$ cat src/rtl/stream_mux_rr.sv
// stream_mux_rr: N-channel registered stream mux, explicit select or
// round-robin arbitration into a single valid/ready output stage.
module stream_mux_rr #(
  parameter int WIDTH    = 16,
  parameter int CHANNELS = 8,
  parameter int SEL_W    = 3
) (
  input  logic                      clk,
  input  logic                      reset,
  input  logic [CHANNELS*WIDTH-1:0] in_data,
  input  logic [CHANNELS-1:0]       in_valid,
  output logic [CHANNELS-1:0]       in_ready,
  input  logic                      mode,
  input  logic [SEL_W-1:0]          sel,
  output logic [WIDTH-1:0]          out_data,
  output logic                      out_valid,
  input  logic                      out_ready,
  output logic [SEL_W-1:0]          out_chan
);

  localparam logic [SEL_W:0]   NCH  = (SEL_W+1)'(CHANNELS);
  localparam logic [SEL_W-1:0] LAST = SEL_W'(CHANNELS-1);
  localparam logic [SEL_W-1:0] ONE  = SEL_W'(1);

  logic [SEL_W-1:0]      ptr;
  logic                  load_en;
  logic [2*CHANNELS-1:0] dbl;
  logic [CHANNELS-1:0]   rot;
  logic                  rr_hit;
  logic [SEL_W-1:0]      rr_off;
  logic [SEL_W:0]        rr_sum;
  logic [SEL_W-1:0]      rr_idx;
  logic                  sel_ok;
  logic                  cand_ok;
  logic [SEL_W-1:0]      cand;
  logic                  cand_vld;
  logic [WIDTH-1:0]      cand_data;
  logic                  grant;

  assign load_en = !out_valid || out_ready;

  // rot[k] is the valid bit of channel (ptr+k) mod CHANNELS
  assign dbl = {in_valid, in_valid} >> ptr;
  assign rot = dbl[CHANNELS-1:0];

  always_comb begin
    rr_hit = 1'b0;
    rr_off = '0;
    for (int k = CHANNELS-1; k >= 0; k--) begin
      if (rot[k]) begin
        rr_hit = 1'b1;
        rr_off = SEL_W'(k);
      end
    end
  end

  assign rr_sum = {1'b0, ptr} + {1'b0, rr_off};
  assign rr_idx = (rr_sum >= NCH) ? SEL_W'(rr_sum - NCH)
                                  : rr_sum[SEL_W-1:0];

  assign sel_ok  = ({1'b0, sel} < NCH);
  assign cand    = mode ? rr_idx : sel;
  assign cand_ok = mode ? rr_hit : sel_ok;

  always_comb begin
    cand_vld  = 1'b0;
    cand_data = '0;
    for (int k = 0; k < CHANNELS; k++) begin
      if (cand == SEL_W'(k)) begin
        cand_vld  = in_valid[k];
        cand_data = in_data[k*WIDTH +: WIDTH];
      end
    end
  end

  assign grant = load_en && cand_ok && cand_vld && !reset;

  always_comb begin
    in_ready = '0;
    for (int k = 0; k < CHANNELS; k++) begin
      in_ready[k] = grant && (cand == SEL_W'(k));
    end
  end

  always_ff @(posedge clk or posedge reset) begin
    if (reset) begin
      out_data  <= '0;
      out_chan  <= '0;
      out_valid <= 1'b0;
      ptr       <= '0;
    end else begin
      if (grant) begin
        out_data  <= cand_data;
        out_chan  <= cand;
        out_valid <= 1'b1;
      end else if (out_ready) begin
        out_valid <= 1'b0;
      end
      if (grant && mode) begin
        ptr <= (cand == LAST) ? '0 : cand + ONE;
      end
    end
  end

endmodule

$ cat config.mk
export PLATFORM = sky130hd
export DESIGN_NAME = stream_mux_rr
export DESIGN_NICKNAME = d
export VERILOG_FILES = /design/src/rtl/stream_mux_rr.sv
export SDC_FILE = /design/constraint.sdc
export NUM_CORES = 1
export LEC_CHECK = 0
export CORE_MARGIN = 2
export CORE_UTILIZATION = 42
export CTS_BUF_LIST = sky130_fd_sc_hd__clkbuf_16
export DETAILED_ROUTE_END_ITERATION = 8
export PLACE_DENSITY = 0.87
export REMOVE_ABC_BUFFERS = 1
export SYNTH_ARGS = -nofsm -noshare
export SYNTH_HDL_FRONTEND = slang
export SYNTH_SLANG_ARGS = --single-unit
$ cat constraint.sdc
create_clock -name clk -period 12.6 [get_ports clk]
set_input_delay 2.52 -clock clk [delete_from_list [all_inputs] [get_ports clk]]
set_output_delay 2.52 -clock clk [all_outputs]
set_load 0.01 [all_outputs]
# Yosys cells after proc, flatten, opt, wreduce, memory -nomap -nowiden
# Cells that the tools add are included.
# word_totals
register_bits	23
input_bits	143
wordCells	71
out_inout_bits	28
# op_classes
reduce_logical	17
shift	1
eq_ne	7
addsub	3
mux	38
order_cmp	1
# op_table
operator	count
16-bit 2-to-1 mux	8
3-bit 2-to-1 mux	11
1-bit 2-to-1 mux	19
16-bit by 3-bit >> shifter with 8-bit output	1
3-bit == test, second input constant	4
1-bit logical AND	12
3-bit by 2-bit == test with 1-bit output, second input constant	2
3-bit by 3-bit adder with 4-bit output	1
4-bit greater-or-equal comparator, second input constant	1
3-bit by 1-bit adder with 3-bit output, second input constant	1
3-bit by 1-bit == test with 1-bit output, second input constant	1
3-bit logical NOT	1
3-bit by 1-bit subtractor with 3-bit output, second input constant	1
1-bit logical NOT	2
2-bit nonzero test	1
1-bit logical OR	1

# Longest topological paths before layout
# depth
word_depth	25
ltp_mapped	28
ltp_nobuf	24

# Worst setup path before layout
# OpenSTA, ideal clock, no wires.
# synth_path
path_kind	input port to output port
startpoint	input port in_valid[5]
endpoint	output port in_ready[3]
path_stages	26
slack_ps	2605
path_buffers	3
arrival_time_ps	7475
t_required_ps	10080
cell_sequence	clkbuf_1 mux2_2 o21ba_2 o211ai_1 o31ai_1 o21ai_0 a21oi_1 nor2_1 mux4_2 ha_1 fa_1 xor2_1 or2_2 a2111oi_2 a211o_2 inv_4 buf_2 ha_1 nand2_1 a2111oi_0 a211o_1 mux2i_1 a211oi_1 mux2i_2 buf_6 nor2b_1
# synth_via
elab_chain_len	25
elab_cells_between_ends	43
cone_classes	add/sub: 2; order compare: 1; eq/ne: 7; shift: 1; mux: 27; reduce/logical: 5
# synth_lines
item	line_no	rtl
start: declaration	11	input logic [CHANNELS-1:0] in_valid,
16-bit by 3-bit >> shifter with 8-bit output	43	assign dbl = {in_valid, in_valid} >> ptr;
3-bit 2-to-1 mux (8 in series)	50	if (rot[k]) begin
3-bit by 3-bit adder with 4-bit output	57	assign rr_sum = {1'b0, ptr} + {1'b0, rr_off};
4-bit greater-or-equal comparator / 3-bit by 1-bit subtractor with 3-bit output (equally long branches)	58	assign rr_idx = (rr_sum >= NCH) ? SEL_W'(rr_sum - NCH)
3-bit 2-to-1 mux	58	
3-bit 2-to-1 mux	62	assign cand = mode ? rr_idx : sel;
3-bit logical NOT	69	if (cand == SEL_W'(k)) begin
1-bit 2-to-1 mux (8 in series)	69	
1-bit logical AND (2 in series)	76	assign grant = load_en && cand_ok && cand_vld && !reset;
1-bit logical AND (*)	81	in_ready[k] = grant && (cand == SEL_W'(k));
end: declaration	12	output logic [CHANNELS-1:0] in_ready,
# Mark *: on every way between the ends. The rest lies on a longest branch, timed or not.

# Final worst setup path
# layout_path
startpoint	input port in_valid[3]
endpoint	output port in_ready[3]
# Same word-level chain as after synthesis.

==> summary.md <==
| Metric | Value |
|---|---|
| Skew-Pair Late Insertion Delay | 0.26 ns |
| # rows | 30 |
| Fillers | 547 |
| Design area | 4770 um^2 |
| Post-CTS Setup Bufs | 0 |
| Leak Pwr | 1.806 nW |
| Initial antenna violation count | 0 |
| Arr. time, crit path | 9.11 ns |
| CTS Sinks | 23 |
| Die Height | 88.52 um |
| Port-buffer cells | 170 |
| Core area | 6869 um^2 |
| Slew margin rel. | 20.37% |
| CP required | 10.08 ns |
| Max-cap viol count | 0 |
| PnR Total Power | 1.111 mW |
| Worst-Margin Slew | 1.190 ns |
| DRT iter0 DRCs | 324 |
| Area contributors post-synth | dfrtp_1 19%, nor2_1 6.3%, nand2_1 5.4% |
| Vias per Instance | 6.058 |
| Busiest grt layer | met2 |
| FF+latch area | 575.6 um^2 |
| CP max stage delay | 0.70 ns |
| Synth top area share | 19.18% |
| Peak supply drop | 0.1619 mV |
| CP max-delay cell | clkdlybuf4s50_1 |
| Endpoints failing setup | 0 |
| Chip Width | 88.52 um |
| Startpoint types | input port |
| Drt first pass iters | 5 |
| Post-Syn Instances | 402 |
| Layout cells sized above 1 | 7.169% |
| Post-layout util | 69.44% |
| Layout area overhead | 58.97% |
| DRC | 0 |
| Clk slew on worst S/H paths | 0.06 ns |
| Setup TNS | 0 ns |
| Hold Path Class | flip-flop to flip-flop |
| Async S/R FF share, synth | 100.0% |
| First-pass GRT wire length | 19,030 um |
| Grt total ovfl | 0 |
| Most used cell, CP | a211oi_1 |
| GR Util met2 | 50.79% |
| Global placement routability congestion | 0.9689 |
| Synthesized cell area | 3000 um^2 |
| Period utilization | 92.33% |
| Num CTS Buffers | 3 |
| Unrepaired setup endpoints after global routing | false |
| Resized Gates After CTS | 0 |
| Power per cell area | 232.9 nW/um^2 |
| Gr usage total | 31.28% |
| ANT cells | 0 |
| Area after DPL | 4690 um^2 |
| Synth area leader | dfrtp_1 |
| Avg WL per Cell | 19.61 um |
| Multi-input logic area | 2196 um^2 |
| Post-synth EDFFs | 0 |
| CTS tree | yes |
| Hold Buf Count CTS | 0 |
| Outcome | finished, final reports clean |
| FF+latch count, synth | 23 |
| Total Routed Length | 12,550 um |
| Pin count of the biggest net entering global routing | 43 |
| Final ANT Viol Nets | 0 |
| Initial Utilization | 43.68% |
| Root Buffer | clkbuf_16 |
| Half-perimeter wire length after placement | 9446 um |
| Via count of the first global-routing pass | 3,767 |
| Layout net count | 695 |
| Worst Setup End Kind | output pin |
| Die Area | 7836 um^2 |
| Endpoints failing hold | 0 |
| Final Skew | 0.001297 ns |
| Via count | 3,877 |
| H-tree Lvls | 1 |
| Crit path max fanout | 22 |
| Fin. max-slew vios | 0 |
| Synth Area per Inst | 7.464 um^2 |
| Shortest period the worst path allows | 11.63 ns |
| # IOs | 171 |
| Clock buffer depth | 2 |
| Min Hold Slack | 0.5152 ns |
| GR met3 Demand/Resource | 4.291% |
| Fmax achieved | 85.95 MHz |
| Top_reg_cell synth | dfrtp_1 |
| Critical path class | input port to output pin |
| Synth warnings | 0 |
| Met1 Track Usage GR | 42.19% |
| Synth unique cells | 61 |
| Seq/Total Area, Yosys | 19.18% |
## power by group
group | switching [mW] | total [mW] | internal, mW
sequential | 0.0441 | 0.157 | 0.113
combinational | 0.491 | 0.884 | 0.392
clock | 0.0272 | 0.0700 | 0.0427
total | 0.563 | 1.11 | 0.548
## cell type report
cell class              instances  area share, %
clock buffers                   3          1.574
clock inverters                 1         0.1049
inverters                      11         0.9182
multi-input cells             329          46.04
flip-flops and latches         23          12.07
well taps                      96          2.518
repair buffers                177          36.78
## worst max-delay path: cells and delay by family
family	cells	cell delay, ns
AO/OA/AOI/OAI	10	2.58
adder cells (fa/ha/maj)	3	0.80
multiplexers	3	0.74
XOR/XNOR	1	0.18
buffers and inverters	5	1.81
AND/OR/NAND/NOR	4	0.46
## synth_stat cells (all sizes together) (2+ instances only)
| library cell | instances |
|---|---|
| buf | 14 |
| nor2 | 50 |
| nand3 | 17 |
| a22oi | 16 |
| o21ai | 21 |
| a21o | 17 |
| inv | 10 |
| a211oi | 4 |
| a31oi | 16 |
| nor3b | 3 |
| mux2 | 11 |
| nor2b | 3 |
| a2111oi | 3 |
| o31ai | 4 |
| nand3b | 3 |
| dfrtp | 23 |
| and3 | 7 |
| mux4 | 5 |
| a211o | 3 |
| and2 | 3 |
| ha | 6 |
| o22ai | 16 |
| mux2i | 8 |
| nor4b | 3 |
| clkbuf | 25 |
| o32a | 16 |
| a21oi | 12 |
| nor3 | 19 |
| nand2 | 43 |
| o211ai | 2 |
## kinds of logic after synthesis
| group | count (synthesis) | share of synthesized area (%) |
|---|---|---|
| AND/OR/NAND/NOR | 156 | 24.81 |
| adder cells (fa/ha/maj) | 7 | 3.169 |
| buffers and inverters | 50 | 7.631 |
| XOR/XNOR | 1 | 0.2920 |
| multiplexers | 24 | 10.93 |
| flip-flops | 23 | 19.18 |
| AO/OA/AOI/OAI | 141 | 33.99 |
## layer usage
| metal | part of all wire (%) | vias to the layer above |
|---|---|---|
| met5 | 0 | - |
| met1 | 41 | 1808 |
| met2 | 46 | 228 |
| met4 | 3.8 | 0 |
| met3 | 9.7 | 39 |
| li1 | - | 1802 |
## flip-flops by register name, summed over array words and instances, names as in the netlist
| name | cells |
|---|---|
| out_chan | 3 |
| ptr | 3 |
| out_valid | 1 |
| out_data | 16 |
## cells in the final DEF, fill, tap and decap left out, types with 3 or more instances in the layout
cell type        instances
a21oi_1                 12
nor2b_1                  3
inv_1                    8
nand3b_1                 3
clkdlybuf4s50_1        170
mux2_2                   9
a211oi_1                 4
clkbuf_16                3
a22oi_1                 16
and3_1                   7
dfrtp_1                 23
o31ai_1                  3
o22ai_1                 16
nor3b_1                  3
and2_1                   3
mux2i_1                  7
nor3_1                  17
a31oi_1                 16
nor4b_1                  3
ha_1                     6
nand3_1                 17
nor2_1                  50
mux4_2                   5
o32a_1                  16
buf_4                    7
a21o_1                  17
nand2_1                 43
o21ai_0                 18
## path summary, 6_finish.rpt
path                       depth (start not counted)               startpoint                       end  slack (ns)
min in group asynchronous                          2                    reset   out_chan[1]$_DFFE_PP0P_        2.76
max in group asynchronous                          2                    reset        ptr[2]$_DFFE_PP0P_        9.28
max reg2reg                                       21       ptr[1]$_DFFE_PP0P_  out_data[11]$_DFFE_PP0P_        5.70
min reg2reg                                        1  out_chan[1]$_DFFE_PP0P_   out_chan[1]$_DFFE_PP0P_        0.52
max                                               26              in_valid[3]               in_ready[3]        0.97
min                                                1  out_chan[1]$_DFFE_PP0P_   out_chan[1]$_DFFE_PP0P_        0.52
## metrics by stage
step | worst slack (ns) | instances
after global routing | 0.5386 | 640
after detailed placement | 1.147 | 636
after floorplan | 2.244 | 363
final | 0.9658 | 640
after global placement | 1.386 | 636
after CTS | 1.103 | 640
No activity file was read; power rests on OpenSTA's default activity.
